File: config.mk
export PLATFORM = sky130hd
export DESIGN_NAME = program_loader_flat
export DESIGN_NICKNAME = d
export VERILOG_FILES = /design/src/rtl/loader_pkg.sv /design/src/rtl/program_loader_if.sv /design/src/rtl/word_assembler.sv /design/src/rtl/program_loader.sv /design/src/flat_wrapper.sv
export SDC_FILE = /design/constraint.sdc
export NUM_CORES = 1
export LEC_CHECK = 0
export ABC_CLOCK_PERIOD_IN_PS = 1900
export CAP_MARGIN = 20
export CORE_AREA = 4 4 120 122
export CTS_CLUSTER_SIZE = 25
export DETAILED_ROUTE_END_ITERATION = 10
export DIE_AREA = 0 0 124 126
export GPL_ROUTABILITY_DRIVEN = 0
export PLACE_DENSITY = 0.85
export SLEW_MARGIN = 15
export SYNTH_ARGS = -nofsm -noshare
export SYNTH_HDL_FRONTEND = slang
export SYNTH_HIERARCHICAL = 1
export SYNTH_SLANG_ARGS = --single-unit
File: constraint.sdc
create_clock -name clk -period 1.9 [get_ports clk]
set_input_delay 0.38 -clock clk [delete_from_list [all_inputs] [get_ports clk]]
set_output_delay 0.38 -clock clk [all_outputs]
set_load 0.01 [all_outputs]
File: src/rtl/loader_pkg.sv
// rtl/loader_pkg.sv - shared types and constants for the boot-time program loader
package loader_pkg;

  // Loader sequencing: header bytes, then data words, then a sticky result
  typedef enum logic [2:0] {
    ST_IDLE,
    ST_LEN_LO,
    ST_LEN_HI,
    ST_DATA,
    ST_DONE,
    ST_ERROR
  } loader_state_t;

  localparam int HDR_BYTES      = 2;
  localparam int BYTES_PER_WORD = 4;

  // Program memory is byte addressed; one instruction word per 4 bytes
  function automatic logic [31:0] byte_addr(input logic [15:0] word_idx);
    return {14'd0, word_idx, 2'b00};
  endfunction

endpackage

File: src/rtl/program_loader_if.sv
// rtl/program_loader_if.sv - byte stream in, program memory write port and status out
interface program_loader_if;

  logic        start;
  logic [7:0]  rx_data;
  logic        rx_valid;
  logic [31:0] mem_address;
  logic        mem_write_enable;
  logic [31:0] mem_write_data;
  logic        busy;
  logic        done;
  logic        error;
  logic [15:0] words_loaded;

  // Environment side: supplies the byte stream and start request
  modport master (
    output start, rx_data, rx_valid,
    input  mem_address, mem_write_enable, mem_write_data,
    input  busy, done, error, words_loaded
  );

  // Loader side
  modport slave (
    input  start, rx_data, rx_valid,
    output mem_address, mem_write_enable, mem_write_data,
    output busy, done, error, words_loaded
  );

endinterface

File: src/rtl/word_assembler.sv
// rtl/word_assembler.sv - packs little-endian bytes into 32-bit words
module word_assembler
  import loader_pkg::*;
(
  input  logic        clk,
  input  logic        reset,
  input  logic        clear_i,
  input  logic        valid_i,
  input  logic [7:0]  byte_i,
  output logic [31:0] word_o,
  output logic        word_valid_o
);

  localparam logic [1:0] LAST_LANE = 2'(BYTES_PER_WORD - 1);

  logic [23:0] lanes_q, lanes_d;
  logic [1:0]  idx_q, idx_d;

  // The top lane is never stored: the 4th byte is merged straight into the
  // output so the word is ready in the same cycle the byte arrives.
  assign word_o       = {byte_i, lanes_q};
  assign word_valid_o = valid_i && (idx_q == LAST_LANE);

  // Lane capture and byte index advance; clear restarts at lane 0
  always_comb begin
    lanes_d = lanes_q;
    idx_d   = idx_q;
    if (clear_i) begin
      idx_d = 2'd0;
    end else if (valid_i) begin
      case (idx_q)
        2'd0:    lanes_d[7:0]   = byte_i;
        2'd1:    lanes_d[15:8]  = byte_i;
        2'd2:    lanes_d[23:16] = byte_i;
        default: lanes_d        = lanes_q;
      endcase
      idx_d = idx_q + 2'd1;
    end
  end

  // Lane and index registers
  always_ff @(posedge clk) begin
    if (reset) begin
      lanes_q <= '0;
      idx_q   <= '0;
    end else begin
      lanes_q <= lanes_d;
      idx_q   <= idx_d;
    end
  end

endmodule

File: src/rtl/program_loader.sv
// rtl/program_loader.sv - parses a length-prefixed image and writes it into program memory
module program_loader
  import loader_pkg::*;
#(
  parameter int DEPTH_WORDS    = 256,
  parameter int TIMEOUT_CYCLES = 1_000_000
) (
  input  logic             clk,
  input  logic             reset,
  program_loader_if.slave  bus
);

  localparam int              TO_W      = $clog2(TIMEOUT_CYCLES + 1);
  // The ERROR state register adds a cycle, so trip one count early to make
  // error visible exactly TIMEOUT_CYCLES cycles after the last byte.
  localparam logic [TO_W-1:0] TO_TRIP   = TO_W'(TIMEOUT_CYCLES - 2);
  localparam logic [16:0]     DEPTH_LIM = 17'(DEPTH_WORDS);

  loader_state_t   state_q, state_d;
  logic [15:0]     count_q, count_d;
  logic [15:0]     words_q, words_d;
  logic [TO_W-1:0] to_q, to_d;
  logic            we_q, we_d;
  logic [31:0]     addr_q, addr_d;
  logic [31:0]     wdata_q, wdata_d;

  logic            loading;
  logic            start_go;
  logic            asm_valid;
  logic [31:0]     asm_word;
  logic            asm_word_valid;
  logic [15:0]     len_full;

  assign loading   = (state_q == ST_LEN_LO) || (state_q == ST_LEN_HI) || (state_q == ST_DATA);
  assign start_go  = bus.start && !loading;
  assign asm_valid = bus.rx_valid && (state_q == ST_DATA);
  assign len_full  = {bus.rx_data, count_q[7:0]};

  word_assembler u_asm (
    .clk          (clk),
    .reset        (reset),
    .clear_i      (start_go),
    .valid_i      (asm_valid),
    .byte_i       (bus.rx_data),
    .word_o       (asm_word),
    .word_valid_o (asm_word_valid)
  );

  // Next-state, counters, timeout and registered write request
  always_comb begin
    state_d = state_q;
    count_d = count_q;
    words_d = words_q;
    to_d    = to_q;
    we_d    = 1'b0;
    addr_d  = addr_q;
    wdata_d = wdata_q;

    case (state_q)
      ST_IDLE, ST_DONE, ST_ERROR: begin
        if (start_go) begin
          state_d = ST_LEN_LO;
          count_d = '0;
          words_d = '0;
          to_d    = '0;
        end
      end
      ST_LEN_LO: begin
        if (bus.rx_valid) begin
          count_d = {8'd0, bus.rx_data};
          state_d = ST_LEN_HI;
        end
      end
      ST_LEN_HI: begin
        if (bus.rx_valid) begin
          count_d = len_full;
          if (len_full == 16'd0) begin
            state_d = ST_DONE;
          end else if ({1'b0, len_full} > DEPTH_LIM) begin
            state_d = ST_ERROR;
          end else begin
            state_d = ST_DATA;
          end
        end
      end
      ST_DATA: begin
        if (asm_word_valid) begin
          we_d    = 1'b1;
          addr_d  = byte_addr(words_q);
          wdata_d = asm_word;
          words_d = words_q + 16'd1;
          if (words_d == count_q) begin
            state_d = ST_DONE;
          end
        end
      end
      default: state_d = ST_IDLE;
    endcase

    if (loading) begin
      if (bus.rx_valid) begin
        to_d = '0;
      end else if (to_q == TO_TRIP) begin
        state_d = ST_ERROR;
      end else begin
        to_d = to_q + 1'b1;
      end
    end
  end

  // State and datapath registers
  always_ff @(posedge clk) begin
    if (reset) begin
      state_q <= ST_IDLE;
      count_q <= '0;
      words_q <= '0;
      to_q    <= '0;
      we_q    <= 1'b0;
      addr_q  <= '0;
      wdata_q <= '0;
    end else begin
      state_q <= state_d;
      count_q <= count_d;
      words_q <= words_d;
      to_q    <= to_d;
      we_q    <= we_d;
      addr_q  <= addr_d;
      wdata_q <= wdata_d;
    end
  end

  // A strobe already registered when reset arrives must not reach memory
  assign bus.mem_write_enable = we_q && !reset;
  assign bus.mem_address      = addr_q;
  assign bus.mem_write_data   = wdata_q;
  assign bus.busy             = loading;
  assign bus.done             = (state_q == ST_DONE);
  assign bus.error            = (state_q == ST_ERROR);
  assign bus.words_loaded     = words_q;

endmodule

File: src/flat_wrapper.sv
// flat-port wrapper written by rule: the top's interface ports become plain ports
module program_loader_flat import loader_pkg::*;
#(
  parameter int DEPTH_WORDS    = 256,
  parameter int TIMEOUT_CYCLES = 1_000_000
)
  (clk, reset, bus_start, bus_rx_data, bus_rx_valid, bus_mem_address, bus_mem_write_enable, bus_mem_write_data, bus_busy, bus_done, bus_error, bus_words_loaded);
  program_loader_if bus_i ();
  input  logic clk;
  input  logic reset;
  input wire logic [$bits(bus_i.start)-1:0] bus_start;
  input wire logic [$bits(bus_i.rx_data)-1:0] bus_rx_data;
  input wire logic [$bits(bus_i.rx_valid)-1:0] bus_rx_valid;
  output wire logic [$bits(bus_i.mem_address)-1:0] bus_mem_address;
  output wire logic [$bits(bus_i.mem_write_enable)-1:0] bus_mem_write_enable;
  output wire logic [$bits(bus_i.mem_write_data)-1:0] bus_mem_write_data;
  output wire logic [$bits(bus_i.busy)-1:0] bus_busy;
  output wire logic [$bits(bus_i.done)-1:0] bus_done;
  output wire logic [$bits(bus_i.error)-1:0] bus_error;
  output wire logic [$bits(bus_i.words_loaded)-1:0] bus_words_loaded;
  assign bus_i.start = bus_start;
  assign bus_i.rx_data = bus_rx_data;
  assign bus_i.rx_valid = bus_rx_valid;
  assign bus_mem_address = bus_i.mem_address;
  assign bus_mem_write_enable = bus_i.mem_write_enable;
  assign bus_mem_write_data = bus_i.mem_write_data;
  assign bus_busy = bus_i.busy;
  assign bus_done = bus_i.done;
  assign bus_error = bus_i.error;
  assign bus_words_loaded = bus_i.words_loaded;
  program_loader #(.DEPTH_WORDS(DEPTH_WORDS), .TIMEOUT_CYCLES(TIMEOUT_CYCLES)) u_core (.clk(clk), .reset(reset), .bus(bus_i));
endmodule
==> metrics.txt, run 1 <==
Netlist cell types=68; CP max FO=4; critical path required time=2.18 ns; final setup violating endpoints=4; count leader, synth=nand2_1; post-route ant nets=0; RSZ-0062 raised after global routing=true; Final Hold Vio Count=0; total negative slack=-0.380 ns; Most used DFF post-synth=dfxtp_1; Tot Pwr=6.61 mW; reg-to-reg endpoint=u_core/state_q[1]; drt via density=5.77; fillers=961; WS Path Type=reg2reg; worst skew pair latency=0.42 ns; failing checks=negative setup slack; antenna cells=0; core box area=13200 um2; Die H=126 um; final setup margin=-0.135 ns; Worst Hold Class=reg2reg; CTS tree=built; Post-synth EDFFs=0; area of placed instances=7950 um2; clock buffer depth=2; First-pass DRT Iterations=6; synthesized flop and latch total=130; clock slew at reported path FFs=0.06 ns; status=finished with violations; Worst setup SP type=register; Post-Syn Area=6480 um2; I/O pin count=96; area occupied by registers=2640 um2; DIE WIDTH=124 um; crit share post-route=107%; fmax=0.491 GHz; crit end category=register; RR Startpoint=u_core/bus.words_loaded[0]; ys async rst share=0%; Pins Over Slew Limit=0; dpl ws=-0.239 ns; largest net degree at the start of global routing=57; grt total ovfl=0; routed len/inst=17.4 um; Synth Area per Inst=8.13 um2; final hold slack=0.453 ns; via count=6561; number of global-route vias before repair=6304; die area=15600 um2; footprint of the multi-input gates=3700 um2; leakage=3.49 nW; initial antenna violation count=0; First DRT Iteration DRCs=763; Cell Pwr Density=743 nW/um2; share of cells above drive strength 1=23.0%; area leader, netlist=dfxtp_1; Row Count=42; H-tree Lvls=4; Clock Skews=0.00478 ns; CP Capture Point=u_core/state_q[1]; clk sinks=130; synth top area cells=dfxtp_1 40%, nand2_1 8.6%, a21oi_1 7.2%, mux2i_1 4.3%, nand2b_1 3.6%; max_cap viols=0; dpl hpwl=12900 um; I/O Buffers=79; Initial Utilization=49.1%; cell count after synthesis=797; first-pass GRT wire length=30900 um; CTS root buf=clkbuf_16; DRC viols=0; arrival time worst endpoint=2.32 ns; Worst setup startpoint=u_core/bus.words_loaded[0]; final wirelength=19800 um; Worst IR Drop VDD=0.513 mV; share of the synthesized area in the top cell type=40.2%; nets=968; Worst Reg-to-Reg Cells=7; Ys Warns=6; minimum clock period=2.04 ns; Num CTS Buffers=17; reg-to-reg slack, setup=-0.14 ns; sequential fraction of the synthesis area=40.2%; total track usage=24.8%; post-route cell area=8900 um2; top cells by count, synth=148 x nand2_1, 130 x dfxtp_1, 93 x a21oi_1; area grow syn2layout=37.3%
[what timing repair did]
item | CTS | global route
pin swaps | 14 | 12
endpoints found under the setup margin | 11 | 28
setup buffers | 10 | 4
endpoints found under the hold margin | 0 | 0
resized for setup | 39 | 36
hold buffers | 0 | 0
[metrics by stage]
| stage | instances | utilization, % |
|---|---|---|
| 4_1_cts | 1134 | 66.3 |
| 2_1_floorplan | 812 | - |
| 6_report | 1138 | 67.4 |
| 3_3_place_gp | 1092 | 60.3 |
| 3_5_place_dp | 1092 | 60.3 |
| 5_1_grt | 1138 | 67.4 |
[routing by layer]
metal  track usage (%)  share of wire [%]  vias to the layer above
met1              31.6                 40                     3086
met4              11.6                3.8                        0
met5                 0                  0                        -
met2              39.8                 48                      351
li1                  -                  -                     3042
met3              5.25                7.9                       82
[report_power, final]
group          switching [mW]  internal (mW)
registers              0.0197           2.74
logic                   0.369          0.244
clock network            1.28           1.95
[worst min-delay path by stage]
stage / from / end / slack, ns / cells past startpoint
3_3_place_gp: u_core/u_asm/lanes_q[11] / u_core/bus.mem_write_data[11] / 0.44 / 2
5_1_grt: reset / u_core/to_q[16] / 0.44 / 3
6_report: u_core/bus.mem_write_data[14] / u_core/bus.mem_write_data[14] / 0.45 / 2
4_1_cts: reset / u_core/bus.mem_write_data[30] / 0.43 / 3
3_5_place_dp: u_core/bus.mem_write_data[1] / u_core/bus.mem_write_data[1] / 0.45 / 2
2_1_floorplan: u_core/u_asm/lanes_q[0] / u_core/bus.mem_write_data[0] / 0.43 / 2
[layout make-up]
cell class / instances / share of cell area [%]
Inverter: 11 / 0.464
Timing Repair Buffer: 193 / 19.3
Clock inverter: 14 / 1.74
Multi-Input combinational cell: 596 / 41.6
Clock buffer: 18 / 4.82
Tap cell: 176 / 2.48
Sequential cell: 130 / 29.6
[placed cells by master, fill, tap and decap left out, types with 4 or more instances in the layout]
| master | count |
|---|---|
| nand3_1 | 12 |
| or3_1 | 5 |
| a21o_1 | 4 |
| inv_1 | 10 |
| nor4_4 | 4 |
| conb_1 | 16 |
| o211ai_1 | 8 |
| mux2i_1 | 27 |
| buf_4 | 108 |
| nand2b_1 | 37 |
| and3_1 | 7 |
| a31oi_1 | 5 |
| dfxtp_1 | 114 |
| clkdlybuf4s50_1 | 71 |
| ha_1 | 6 |
| nor3_1 | 16 |
| clkbuf_16 | 17 |
| dlymetal6s2s_1 | 4 |
| nor2_1 | 55 |
| dfxtp_4 | 5 |
| buf_12 | 5 |
| a211oi_1 | 4 |
| a22oi_1 | 8 |
| nand4_1 | 10 |
| xnor2_1 | 10 |
| xnor2_2 | 4 |
| dfxtp_2 | 11 |
| o21ai_0 | 17 |
| nand2_1 | 146 |
| a21oi_1 | 93 |
| xor2_1 | 8 |
[critical path, stage by stage (launching register included)]
cell and delay (ns):
dfxtp_4 0.37, nand4_1 0.13, buf_6 0.16, nor4_4 0.36, xnor2_2 0.18, nand2_1 0.12, nor4_4 0.42, a41oi_1 0.16
[sequential cells by signal, indices dropped and copies added, names as in the netlist]
| name | flops |
|---|---|
| u_core/state_q | 3 |
| u_core/to_q | 20 |
| u_core/u_asm/lanes_q | 24 |
| u_core/bus.words_loaded | 16 |
| u_core/bus.mem_address | 16 |
| u_core/bus.mem_write_data | 32 |
| u_core/we_q | 1 |
| u_core/u_asm/idx_q | 2 |
| u_core/count_q | 16 |
[cell families (layout without fill, tap and decap cells)]
group | count (synthesis) | in the layout | share of synthesized area (%)
simple gates | 347 | 347 | 26.5
mux | 29 | 29 | 4.50
fa+ha+maj | 7 | 7 | 1.35
other cells | 1 | 16 | 0.0579
flops | 130 | 130 | 40.2
xor+xnor | 22 | 22 | 2.97
compound gates | 175 | 175 | 16.9
buf+inv | 86 | 236 | 7.53
Power figures use the tool's default switching activity.
==> run 2: changes to the inputs <==
Settings changed: CORE_AREA 4 4 120 122 to 4 4 119 121, DIE_AREA 0 0 124 126 to 0 0 123 125, DONT_BUFFER_PORTS set to 1, PLACE_DENSITY 0.85 to 0.76.
==> run 2 against run 1 <==
Net effect:
- the run still ends with negative setup slack left
- sequential share of layout area increased by 4.0 points
- clock skew increased by 0.0017 ns
- count of clock-buffer cells in the layout increased by 4
- sequential power about the same
- utilization decreased by 7.8 points
- global-route usage decreased by 2.9 points
- total power increased by 1.1%
- critical endpoint unchanged
- via count decreased by 11%
==> metrics.txt, run 2 (synthesized netlist as in run 1, its figures left out) <==
max_cap viols=0 (unchanged); commonest non-fill, non-tap cells in the layout=145 x nand2_1, 118 x dfxtp_1, 92 x a21oi_1, 78 x buf_4, 54 x nor2_1; First-pass DRT Iterations=6 (unchanged); I/O Buffers=0 (-100%); Clock Skews=0.00653 ns (+0.00175 ns); number of global-route vias before repair=5410 (-14%); RSZ-0062 raised after global routing=true; I/O pin count=96 (unchanged); clock buffer depth=2 (unchanged); footprint of the multi-input gates=3640 um2 (-1.7%); largest net degree at the start of global routing=130 (+130%); reg-to-reg slack, setup=-0.04 ns (+0.09 ns); CP max FO=5 (+1); Pins Over Slew Limit=0 (unchanged); placed cell count=988 (-9.5%); First DRT Iteration DRCs=590 (-23%); via count=5808 (-11%); core box area=13100 um2 (-0.80%); fmax=0.515 GHz (+4.8%); minimum clock period=1.94 ns (-0.0927 ns); Row Count=42 (unchanged); hold_buf cts=0 (unchanged); Worst setup startpoint=u_core/bus.words_loaded[0]; DRC viols=0 (unchanged); final hold slack=0.0359 ns (-0.417 ns); dpl hpwl=11800 um (-8.5%); initial antenna violation count=0 (unchanged); area occupied by registers=2630 um2 (-0.38%); nets=857 (-11%); leakage=3.00 nW (-14%); crit share post-route=102% (-4.9 points); final setup violating endpoints=3 (-1); final wirelength=17100 um (-13%); clk sinks=130 (unchanged); Final Hold Vio Count=0 (unchanged); area grow syn2layout=20.4%; antenna cells=0 (unchanged); total negative slack=-0.0747 ns (+0.305 ns); dpl ws=-0.0733 ns (+0.166 ns); Num CTS Buffers=17 (unchanged); final setup margin=-0.0428 ns (+0.0927 ns); routed len/inst=16.7 um (-3.9%); failing checks=negative setup slack; Tot Pwr=6.68 mW (+1.1%); RR Startpoint=u_core/bus.words_loaded[0]; die area=15400 um2 (-1.6%); H-tree Lvls=4 (unchanged); min-delay src=reset; critical path required time=2.18 ns (about the same); crit end category=register; number of flip-flops in the largest register=32 (unchanged); total track usage=21.9% (-2.9 points); Worst setup SP type=register; Cell Pwr Density=857 nW/um2 (+15%); Die H=125 um (-0.79%); post-route ant nets=0 (unchanged); final core occ=59.6% (-7.8 points); Initial Utilization=49.5% (+0.39 points); Worst Reg-to-Reg Cells=7 (unchanged); DIE WIDTH=123 um (-0.81%); arrival time worst endpoint=2.22 ns (-0.10 ns); drt via density=5.66 (-1.9%); area of placed instances=6940 um2 (-13%); grt total ovfl=0 (unchanged); CTS tree=built; CTS root buf=clkbuf_16; first-pass GRT wire length=26800 um (-13%); clock slew at reported path FFs=0.06 ns (about the same); hold path depth=1 (-1); fillers=1153 (+20%); Final Non-Filler Cells=1027 (-9.8%); Worst IR Drop VDD=0.622 mV (+21%); WS Path Type=reg2reg; post-route cell area=7800 um2 (-12%); share of cells above drive strength 1=20.6% (-2.4 points); worst skew pair latency=0.42 ns (about the same); commonest non-fill, non-tap cell in the layout=nand2_1; Worst Hold Class=in2reg; status=finished with violations
run 2: cell count changes in the layout (fill, tap and decap cells not counted), moves of 3 or more:
cell,previous run,this run
buf_12,5,2
buf_4,108,78
clkbuf_8,0,3
clkdlybuf4s50_1,71,0
clkinv_4,3,0
dfxtp_1,114,118
dlymetal6s2s_1,4,0
inv_6,3,0
run 2: metal layers:
layer  GRT usage (%)  wire [um]  up-vias
met5               0          0        -
met4            8.40        407        0
met3            7.09       1540       32
met2            34.0       8090      247
met1            28.2       7100     2704
li1                -          -     2825
run 2: path summary, 6_finish.rpt:
path / end
max: u_core/state_q[1]
min: u_core/bus.mem_write_data[17]
max reg2reg: u_core/state_q[1]
min reg2reg: u_core/bus.mem_write_data[6]
run 2: final cells by class:
type | instances | share of cell area [%]
Tap cell | 176 | 2.82
Multi-Input combinational cell | 596 | 46.6
Clock inverter | 10 | 1.99
Timing Repair Buffer | 82 | 8.31
Sequential cell | 130 | 33.6
Inverter | 11 | 0.529
Clock buffer | 22 | 6.08
run 2: critical path, cell delays in order (launching register included):
cell and delay (ns):
dfxtp_4 0.38, ha_4 0.15, and3_4 0.20, nand2_2 0.06, o41ai_2 0.37, nand2_1 0.15, nor4_4 0.33, a41oi_1 0.15
run 2: repair_timing:
item | CTS | global route
setup buffers | 3 | 4
pin swaps | 6 | 16
endpoints found under the setup margin | 4 | 17
gates resized for setup | 7 | 44
run 2: power breakdown:
| part | internal, mW | switching, mW |
|---|---|---|
| clock network | 2.29 | 1.17 |
| logic | 0.188 | 0.277 |
| registers | 2.74 | 0.0164 |
